==> src/rtl/msg_frame_ctrl.sv <==
// msg_frame_ctrl: splits one AXI-Stream packet into length-prefixed messages and forwards
// payload beats with per-message byte masks through a one-deep output register slice.
module msg_frame_ctrl #(
    parameter int TDATA_WIDTH = 64,
    parameter int TKEEP_WIDTH = 8,
    parameter int MAX_LEN     = 1500
) (
    input  logic                   clk,
    input  logic                   rst,
    input  logic                   s_tvalid,
    output logic                   s_tready,
    input  logic [TDATA_WIDTH-1:0] s_tdata,
    input  logic [TKEEP_WIDTH-1:0] s_tkeep,
    input  logic                   s_tlast,
    output logic                   m_valid,
    input  logic                   m_ready,
    output logic [TDATA_WIDTH-1:0] m_data,
    output logic [TKEEP_WIDTH-1:0] m_keep,
    output logic                   m_sop,
    output logic                   m_eop,
    output logic                   count_en,
    output logic                   msg_valid,
    output logic [15:0]            msg_len,
    output logic                   pkt_done,
    output logic                   err,
    output logic [1:0]             err_code
);
    localparam logic [1:0] IDLE     = 2'd0;
    localparam logic [1:0] MSG_HDR  = 2'd1;
    localparam logic [1:0] MSG_BODY = 2'd2;
    localparam logic [1:0] DRAIN    = 2'd3;
    localparam logic [15:0] MAX_L   = 16'(MAX_LEN);

    logic [1:0]  state, state_n, code;
    logic [15:0] msg_rem, byte_rem, fld, rem_n, msg_rem_n;
    logic [3:0]  take;
    logic [7:0]  keep;
    logic        in_hdr, acc, fin, len_bad, mask_bad;
    logic        fwd, eop, ok, e, done, m_ok;

    assign fld       = s_tdata[15:0];
    assign in_hdr    = state == MSG_HDR;
    assign s_tready  = rst & (state == DRAIN | !m_valid | m_ready);
    assign acc       = s_tvalid & s_tready;
    // Header beat carries the 2-byte length, so at most 6 payload bytes start at lane 2.
    assign take      = in_hdr ? (fld > 16'd6 ? 4'd6 : fld[3:0]) : (byte_rem > 16'd8 ? 4'd8 : byte_rem[3:0]);
    assign keep      = in_hdr ? 8'hFC & (8'hFF >> (4'd6 - take)) : 8'hFF >> (4'd8 - take);
    assign rem_n     = (in_hdr ? fld : byte_rem) - {12'd0, take};
    assign fin       = rem_n == 16'd0;
    assign len_bad   = fld == 16'd0 || fld > MAX_L;
    assign mask_bad  = |(keep & ~s_tkeep);
    assign msg_rem_n = msg_rem - 16'd1;
    assign count_en  = m_valid & m_sop;
    assign msg_valid = m_valid & m_ready & m_eop & m_ok;

    always_comb begin
        state_n = state;
        fwd     = 1'b0;
        eop     = 1'b0;
        ok      = 1'b0;
        e       = 1'b0;
        code    = err_code;
        done    = 1'b0;
        if (acc) begin
            if (state == IDLE) begin
                if (fld == 16'd0) begin
                    e       = 1'b1;
                    code    = 2'd1;
                    state_n = s_tlast ? IDLE : DRAIN;
                end else if (s_tlast) begin
                    e    = 1'b1;
                    code = 2'd2;
                end else begin
                    state_n = MSG_HDR;
                end
            end else if (state == DRAIN) begin
                state_n = s_tlast ? IDLE : DRAIN;
            end else if ((in_hdr && len_bad) || mask_bad) begin
                e       = 1'b1;
                code    = (in_hdr && len_bad) ? 2'd1 : 2'd2;
                state_n = s_tlast ? IDLE : DRAIN;
            end else begin
                fwd = 1'b1;
                eop = fin | s_tlast;
                ok  = fin;
                if (!fin) begin
                    e       = s_tlast;
                    code    = s_tlast ? 2'd2 : err_code;
                    state_n = s_tlast ? IDLE : MSG_BODY;
                end else if (msg_rem_n == 16'd0) begin
                    done    = s_tlast;
                    e       = !s_tlast;
                    code    = s_tlast ? err_code : 2'd3;
                    state_n = s_tlast ? IDLE : DRAIN;
                end else begin
                    e       = s_tlast;
                    code    = s_tlast ? 2'd2 : err_code;
                    state_n = s_tlast ? IDLE : MSG_HDR;
                end
            end
        end
    end

    always_ff @(posedge clk or negedge rst) begin
        if (!rst) begin
            state    <= IDLE;
            msg_rem  <= '0;
            byte_rem <= '0;
            msg_len  <= '0;
            err      <= 1'b0;
            err_code <= '0;
            pkt_done <= 1'b0;
            m_valid  <= 1'b0;
            m_data   <= '0;
            m_keep   <= '0;
            m_sop    <= 1'b0;
            m_eop    <= 1'b0;
            m_ok     <= 1'b0;
        end else begin
            state    <= state_n;
            err      <= e;
            err_code <= code;
            pkt_done <= done;
            if (acc && state == IDLE)
                msg_rem <= fld;
            else if (fwd && ok)
                msg_rem <= msg_rem_n;
            if (fwd)
                byte_rem <= rem_n;
            if (fwd && in_hdr)
                msg_len <= fld;
            if (fwd) begin
                m_valid <= 1'b1;
                m_data  <= s_tdata;
                m_keep  <= keep;
                m_sop   <= in_hdr;
                m_eop   <= eop;
                m_ok    <= ok;
            end else if (m_ready) begin
                m_valid <= 1'b0;
            end
        end
    end
endmodule

==> config.mk <==
export PLATFORM = sky130hd
export DESIGN_NAME = msg_frame_ctrl
export DESIGN_NICKNAME = d
export VERILOG_FILES = /design/src/rtl/msg_frame_ctrl.sv
export SDC_FILE = /design/constraint.sdc
export NUM_CORES = 1
export LEC_CHECK = 0
export CAP_MARGIN = 20
export CORE_MARGIN = 8
export CORE_UTILIZATION = 25
export CTS_BUF_LIST = sky130_fd_sc_hd__clkbuf_8
export DETAILED_ROUTE_END_ITERATION = 10
export GPL_ROUTABILITY_DRIVEN = 1
export PLACE_DENSITY = 0.44
export SETUP_SLACK_MARGIN = 0.1
export SYNTH_ARGS = -nofsm -noshare
export SYNTH_HDL_FRONTEND = slang
export SYNTH_SLANG_ARGS = --single-unit
==> constraint.sdc <==
create_clock -name clk -period 5.7 [get_ports clk]
set_clock_uncertainty 0.15 [all_clocks]
set_input_delay 1.14 -clock clk [delete_from_list [all_inputs] [get_ports clk]]
set_output_delay 1.14 -clock clk [all_outputs]
set_load 0.05 [all_outputs]
---- Word level (Yosys, flattened, before mapping) ----
Cells that the tools add are included.
cells by class
  magnitude comparators ................... 3
  equality and inequality tests ........... 5
  multiplexer cells ....................... 54
  reductions and logical operators ........ 17
  bitwise operators ....................... 11
  shift-type cells ........................ 2
  $add $sub $neg .......................... 4
operators with widths
  kind                                                  number
  logical NOT 16 bit                                    3
  2-to-1 mux 16 bit                                     3
  2-to-1 mux 2 bit                                      18
  2-to-1 mux 1 bit                                      29
  > comparator 16 x 11 -> 1 bit, second input constant  1
  > comparator 16 x 3 -> 1 bit, second input constant   1
  > comparator 16 x 4 -> 1 bit, second input constant   1
  >> shifter 8 x 4 -> 8 bit, first input constant       2
  subtractor 16 x 1 -> 16 bit, second input constant    1
  subtractor 16 x 4 -> 16 bit                           1
  2-to-1 mux 4 bit                                      3
  AND 8 bit                                             1
  2-to-1 mux 8 bit                                      1
  NOT 8 bit                                             1
  OR reduction 8 bit                                    1
  AND 1 bit                                             6
  != test 5 bit, second input constant                  1
  logical AND 1 bit                                     4
  nonzero test 2 bit                                    2
  subtractor 3 x 4 -> 4 bit, first input constant       1
  subtractor 4 bit, first input constant                1
  != test 3 bit, second input constant                  1
  bitwise OR 1 bit                                      3
  AND reduction 3 bit                                   1
  other kinds (7)                                       9
storage, ports and cells
  output and inout bits ................... 98
  register bits after elaboration ......... 130
  logic and storage cells ................. 109

---- Depth between registers and ports, before layout ----
Gate-level depths: netlist of the first run.
  depth after elaboration ................. 16
  mapped depth ............................ 23

---- Least setup slack after synthesis of the first run ----
No wires, ideal clock.
  path kind ............................... input-to-reg
  start point ............................. input s_tdata[4]
  end point ............................... register msg_rem[12]
  cell stages on the path ................. 17
  arrival time ............................ 5246 ps
  slack ................................... 222 ps
  cells stage by stage .................... clkbuf_1 nor4_1 nand2_1 nor2_1 a32oi_1 inv_1 ha_1 inv_1 ha_1 o31a_1 a311oi_1 mux2i_1 nand4_1 or4_4 or3_4 or3_1 a31oi_1
between the ends
  word-level cells in the longest chain between the ends .. 15
RTL lines
  element                                                               line  RTL
  from (decl)                                                           12    input logic [TDATA_WIDTH-1:0] s_tdata,
  > comparator 16 x 3 -> 1 bit                                          46    assign take = in_hdr ? (fld > 16'd6 ? 4'd6 : fld[3:0]) : (byte_rem > 16'd8 ? 4'd8 : byte_rem[3:0]);
  2-to-1 mux 4 bit (2 in a row)                                         46
  subtractor 4 bit / subtractor 3 x 4 -> 4 bit (equally long branches)  47    assign keep = in_hdr ? 8'hFC & (8'hFF >> (4'd6 - take)) : 8'hFF >> (4'd8 - take);
  >> shifter 8 x 4 -> 8 bit                                             47
  2-to-1 mux 8 bit                                                      47
  AND 8 bit                                                             51    assign mask_bad = |(keep & ~s_tkeep);
  OR reduction 8 bit                                                    51
  logical OR 1 bit                                                      78    end else if ((in_hdr && len_bad) || mask_bad) begin
  2-to-1 mux 1 bit                                                      78
  2-to-1 mux 1 bit                                                      76    end else if (state == DRAIN) begin
  2-to-1 mux 1 bit                                                      65    if (state == IDLE) begin
  2-to-1 mux 1 bit                                                      64    if (acc) begin
  logical AND 1 bit (*)                                                 126   else if (fwd && ok)
  nonzero test 2 bit (no line) (*)                                      -
  to (signal assigned)                                                  125   msg_rem <= fld;
  to (signal assigned)                                                  127   msg_rem <= msg_rem_n;
  to (decl)                                                             35    logic [15:0] msg_rem, byte_rem, fld, rem_n, msg_rem_n;
Every way passes the cells marked *; elsewhere a longest branch is shown, timed or not.
A chain may end at the register's enable or synchronous reset.

---- Worst setup path in the final report of the first run ----
Same ends and word-level chain as after synthesis.

==> results.txt, run 1 <==
----------------------------------------------------
[Outcome]
  Status ... completed

[Setup path]
  Max Fanout on Critical Path ... 4
  Type of the worst setup path ... input pin to flip-flop
  Required time worst endpoint ... 5.94 ns
  Critical path launch point type ... input pin
  Critical path data arrival time ... 5.59 ns
  Critical path capture point type ... flip-flop

[Logic synthesis]
  Most numerous cell types in the synthesized netlist ... 292 x nand2_1, 130 x dfrtp_1, 47 x nor2_1, 35 x clkbuf_1, 28 x a21oi_1
  Synthesized area per cell ... 8.38 sq um
  Async SR Flop Fraction ... 100%
  Number of different library cells in the post-synthesis netlist ... 71
  EDFF count, synth ... 0
  Portion of synthesized cell area occupied by the leading cell type ... 47.1%
  Dominant cells by area after synthesis ... dfrtp_1 47%, nand2_1 16%, mux2i_1 2.9%
  Top flip-flop cell by instance count after synthesis ... dfrtp_1
  Syn_nets ... 914
  Count leader, synth ... nand2_1
  Number of register bits inferred by synthesis ... 130
  Library cell occupying the most area in the post-synthesis netlist ... dfrtp_1
  Cells after synthesis ... 824
  Synth Warn # ... 0
  Syn Std Cell Area ... 6910 sq um
  Sequential share of the synthesized area ... 47.1%

[Final layout]
  Number of standard cells in the final layout excluding fillers ... 1415
  # diodes ... 0
  Relative area change from synthesis to final layout ... 45.1%
  Layout Nets ... 1147
  Share of post-route cells with drive strength above 1 ... 13.0%

[Placed design]
  Routability-driven placement congestion ratio ... 0.898
  DPL Wire Length ... 19200 microns
  I/O Buffers ... 174
  Cell total after placement ... 1384

[Power and ir drop]
  Seq pwr share ... 27.5%
  Total internal power ... 2.95 mW
  Fraction of power consumed by combinational cells ... 57.3%
  Leakage component of the power ... 4.66 nW
  Net switching power figure ... 2.74 mW
  Overall power after layout ... 5.68 mW
  Total power density per cell area ... 567 nW/um^2
  Switching fraction of total power ... 48.1%
  Clock power share ... 15.2%
  Worst VDD drop ... 0.226 mV

[STA]
  Remaining max-slew budget at the tightest pin ... 34.0%
  Unrepaired setup endpoints after global routing ... no
  Hold Vio Cnt, Final ... 0
  Maximum frequency from static timing analysis ... 0.187 GHz
  Total negative slack for setup checks ... 0 ns
  Final setup violating endpoints ... 0
  Transition time at the pin with the least slew margin ... 0.986 ns
  Final period utilization ... 93.9%
  Time the worst path needs with I/O delays and setup ... 5.35 ns
  Max-slew violations ... 0
  Post-route worst hold slack ... 0.315 ns

[Drt]
  DR iter-0 viols ... 397
  Drt pass-1 iters ... 5
  Detail-routed net length per standard cell ... 18.2 microns
  Total via count in the routed design ... 6602
  Vias per inst ... 4.67
  DRC violation count after routing ... 0
  Number of antenna-violating nets in the routed design ... 0
  Final Routed Wirelength ... 25700 microns

[Global route]
  Grt ovf ... 0
  Largest net degree at the start of global routing ... 53
  Global-route wire length before repair ... 40300 microns
  Number of global-route vias before repair ... 6699
  Global-route usage over all layers ... 15.6%
  Initial antenna violation count ... 0

[CTS]
  Source-to-sink clock delay at the later pin of the worst-skew pair ... 0.46 ns
  Buffers from clock root to sink, at most ... 2
  Num CTS Buffers ... 17
  TritonCTS clock tree ... yes
  Clock-pin slew reported for the worst setup and hold paths after clock tree synthesis ... 0.09 ns
  H-tree depth ... 4
  CTS Root Cell ... clkbuf_8
  Sink count of the clock tree ... 130

[Floorplan]
  IO Count ... 175
  Std-Cell Rows ... 61
  Total die area ... 33200 sq um
  Floorplan core area ... 27500 sq um
  Width of the die ... 182 microns
  Die boundary height ... 182 microns
  Initial cell density of the core ... 25.1%

[Job]
  Maximum capacitance violations ... 0

[Worst hold path]
  Class of the most critical hold timing path ... flip-flop to flip-flop

----------------------------------------------------
metal layers:
layer	global-route usage, %	routed length (microns)
met1	19.4	11500
met4	5.48	598
met2	25.1	11800
met5	0	0
met3	5.01	1720
layout make-up:
cell class,count,area (sq um)
Tap cell,346,433
Multi-Input combinational cell,632,3430
Sequential cell,130,3250
Timing Repair Buffer,258,2420
Clock buffer,17,234
Fill cell,2855,17500
Clock inverter,14,179
Inverter,18,67.6
timing repair:
| action | CTS | global route |
|---|---|---|
| resized for setup | 0 | 1 |
| endpoints found under the setup margin | 0 | 2 |
| buffers inserted | 0 | 0 |
| hold buffers | 0 | 0 |
cell families (layout without fill, tap and decap cells):
group / after synthesis / in the layout / share of synthesized area, %
buf+inv: 62 / 307 / 3.53
flops: 130 / 130 / 47.1
compound gates: 132 / 132 / 12.8
fa+ha+maj: 13 / 13 / 2.36
simple gates: 449 / 449 / 28.9
mux: 21 / 21 / 3.06
xor+xnor: 17 / 17 / 2.16
cell usage in the layout, fill, tap and decap left out, types with 3 or more instances in the layout:
cell type | netlist | routed
nor2b_1 | 6 | 4
or3_1 | 11 | 11
nor2_1 | 47 | 47
clkinv_4 | 0 | 3
nand3_1 | 19 | 19
nand2b_1 | 9 | 8
clkbuf_8 | 0 | 17
bufinv_16 | 0 | 3
a21oi_1 | 28 | 28
xnor2_1 | 14 | 14
o211ai_1 | 7 | 7
inv_6 | 0 | 3
dfrtp_1 | 130 | 130
nor4_2 | 3 | 3
nand4_1 | 5 | 5
a211o_1 | 3 | 3
mux2i_1 | 20 | 20
o22ai_1 | 6 | 6
nor4_1 | 8 | 8
xor2_1 | 3 | 3
o31ai_1 | 10 | 10
o21ai_0 | 27 | 27
and2_1 | 9 | 9
nand2_1 | 292 | 292
and3_1 | 4 | 4
a22oi_1 | 3 | 3
inv_1 | 18 | 18
or2_2 | 4 | 4
buf_4 | 0 | 80
a31oi_1 | 10 | 10
ha_1 | 13 | 13
a21boi_0 | 4 | 4
or4_1 | 7 | 7
nor3_1 | 9 | 9
a21o_1 | 3 | 3
buf_12 | 0 | 4
clkdlybuf4s50_1 | 0 | 173
metrics by stage:
stage	setup slack, ns	instance area [sq um]	util (%)
after floorplan	0.222	6910	-
after global placement	-0.0495	9600	34.9
after detailed placement	-0.136	9600	34.9
after CTS	0.376	10000	36.5
after global routing	0.139	10000	36.5
final	0.347	10000	36.5
sequential cells by signal, summed over array words and instances, names as in the netlist:
| register | count |
|---|---|
| m_data | 64 |
| byte_rem | 16 |
| msg_len | 16 |
| msg_rem | 16 |
| m_keep | 8 |
| err_code | 2 |
| state | 2 |
| err | 1 |
| m_eop | 1 |
| m_ok | 1 |
| m_sop | 1 |
| m_valid | 1 |
| pkt_done | 1 |
power groups by stage:
stage | sequential, mW | combinational [mW] | clock (mW)
after detailed placement | 1.58 | 3.26 | 0
after global routing | 1.63 | 3.51 | 0.932
final | 1.56 | 3.26 | 0.863
after global placement | 1.57 | 3.28 | 0
after CTS | 1.57 | 3.27 | 0.894
after floorplan | 2.38 | 1.20 | 0
worst max-delay path: stages:
cell and delay [ns]:
clkdlybuf4s50_1 0.51, nor4_1 0.40, buf_4 0.18, nand2_1 0.06
nor2_1 0.15, a32oi_1 0.09, inv_1 0.10, ha_1 0.14
inv_1 0.05, ha_1 0.19, o31a_1 0.32, buf_4 0.16
a31oi_2 0.28, and3_2 0.25, o22ai_2 0.09, or4_4 0.56
or3_4 0.40, or3_1 0.35, a31oi_1 0.16
final timing paths:
path | start | end | slack (ns) | cells after the start
min reg2reg | m_data[60] | m_data[60] | 0.31 | 2
min in group asynchronous | rst | m_valid | 0.43 | 1
min | m_data[60] | m_data[60] | 0.31 | 2
max reg2reg | byte_rem[4] | msg_rem[12] | 0.85 | 17
max | s_tdata[4] | msg_rem[12] | 0.35 | 19
max in group asynchronous | rst | m_keep[3] | 3.95 | 2
No activity file was read; power rests on OpenSTA's default activity.
==> run 2: changes to the inputs <==
Settings changed: CTS_CLUSTER_DIAMETER from default to 120.
==> results of run 2 <==
Final layout, timing and power as in run 1 (identical DEF).
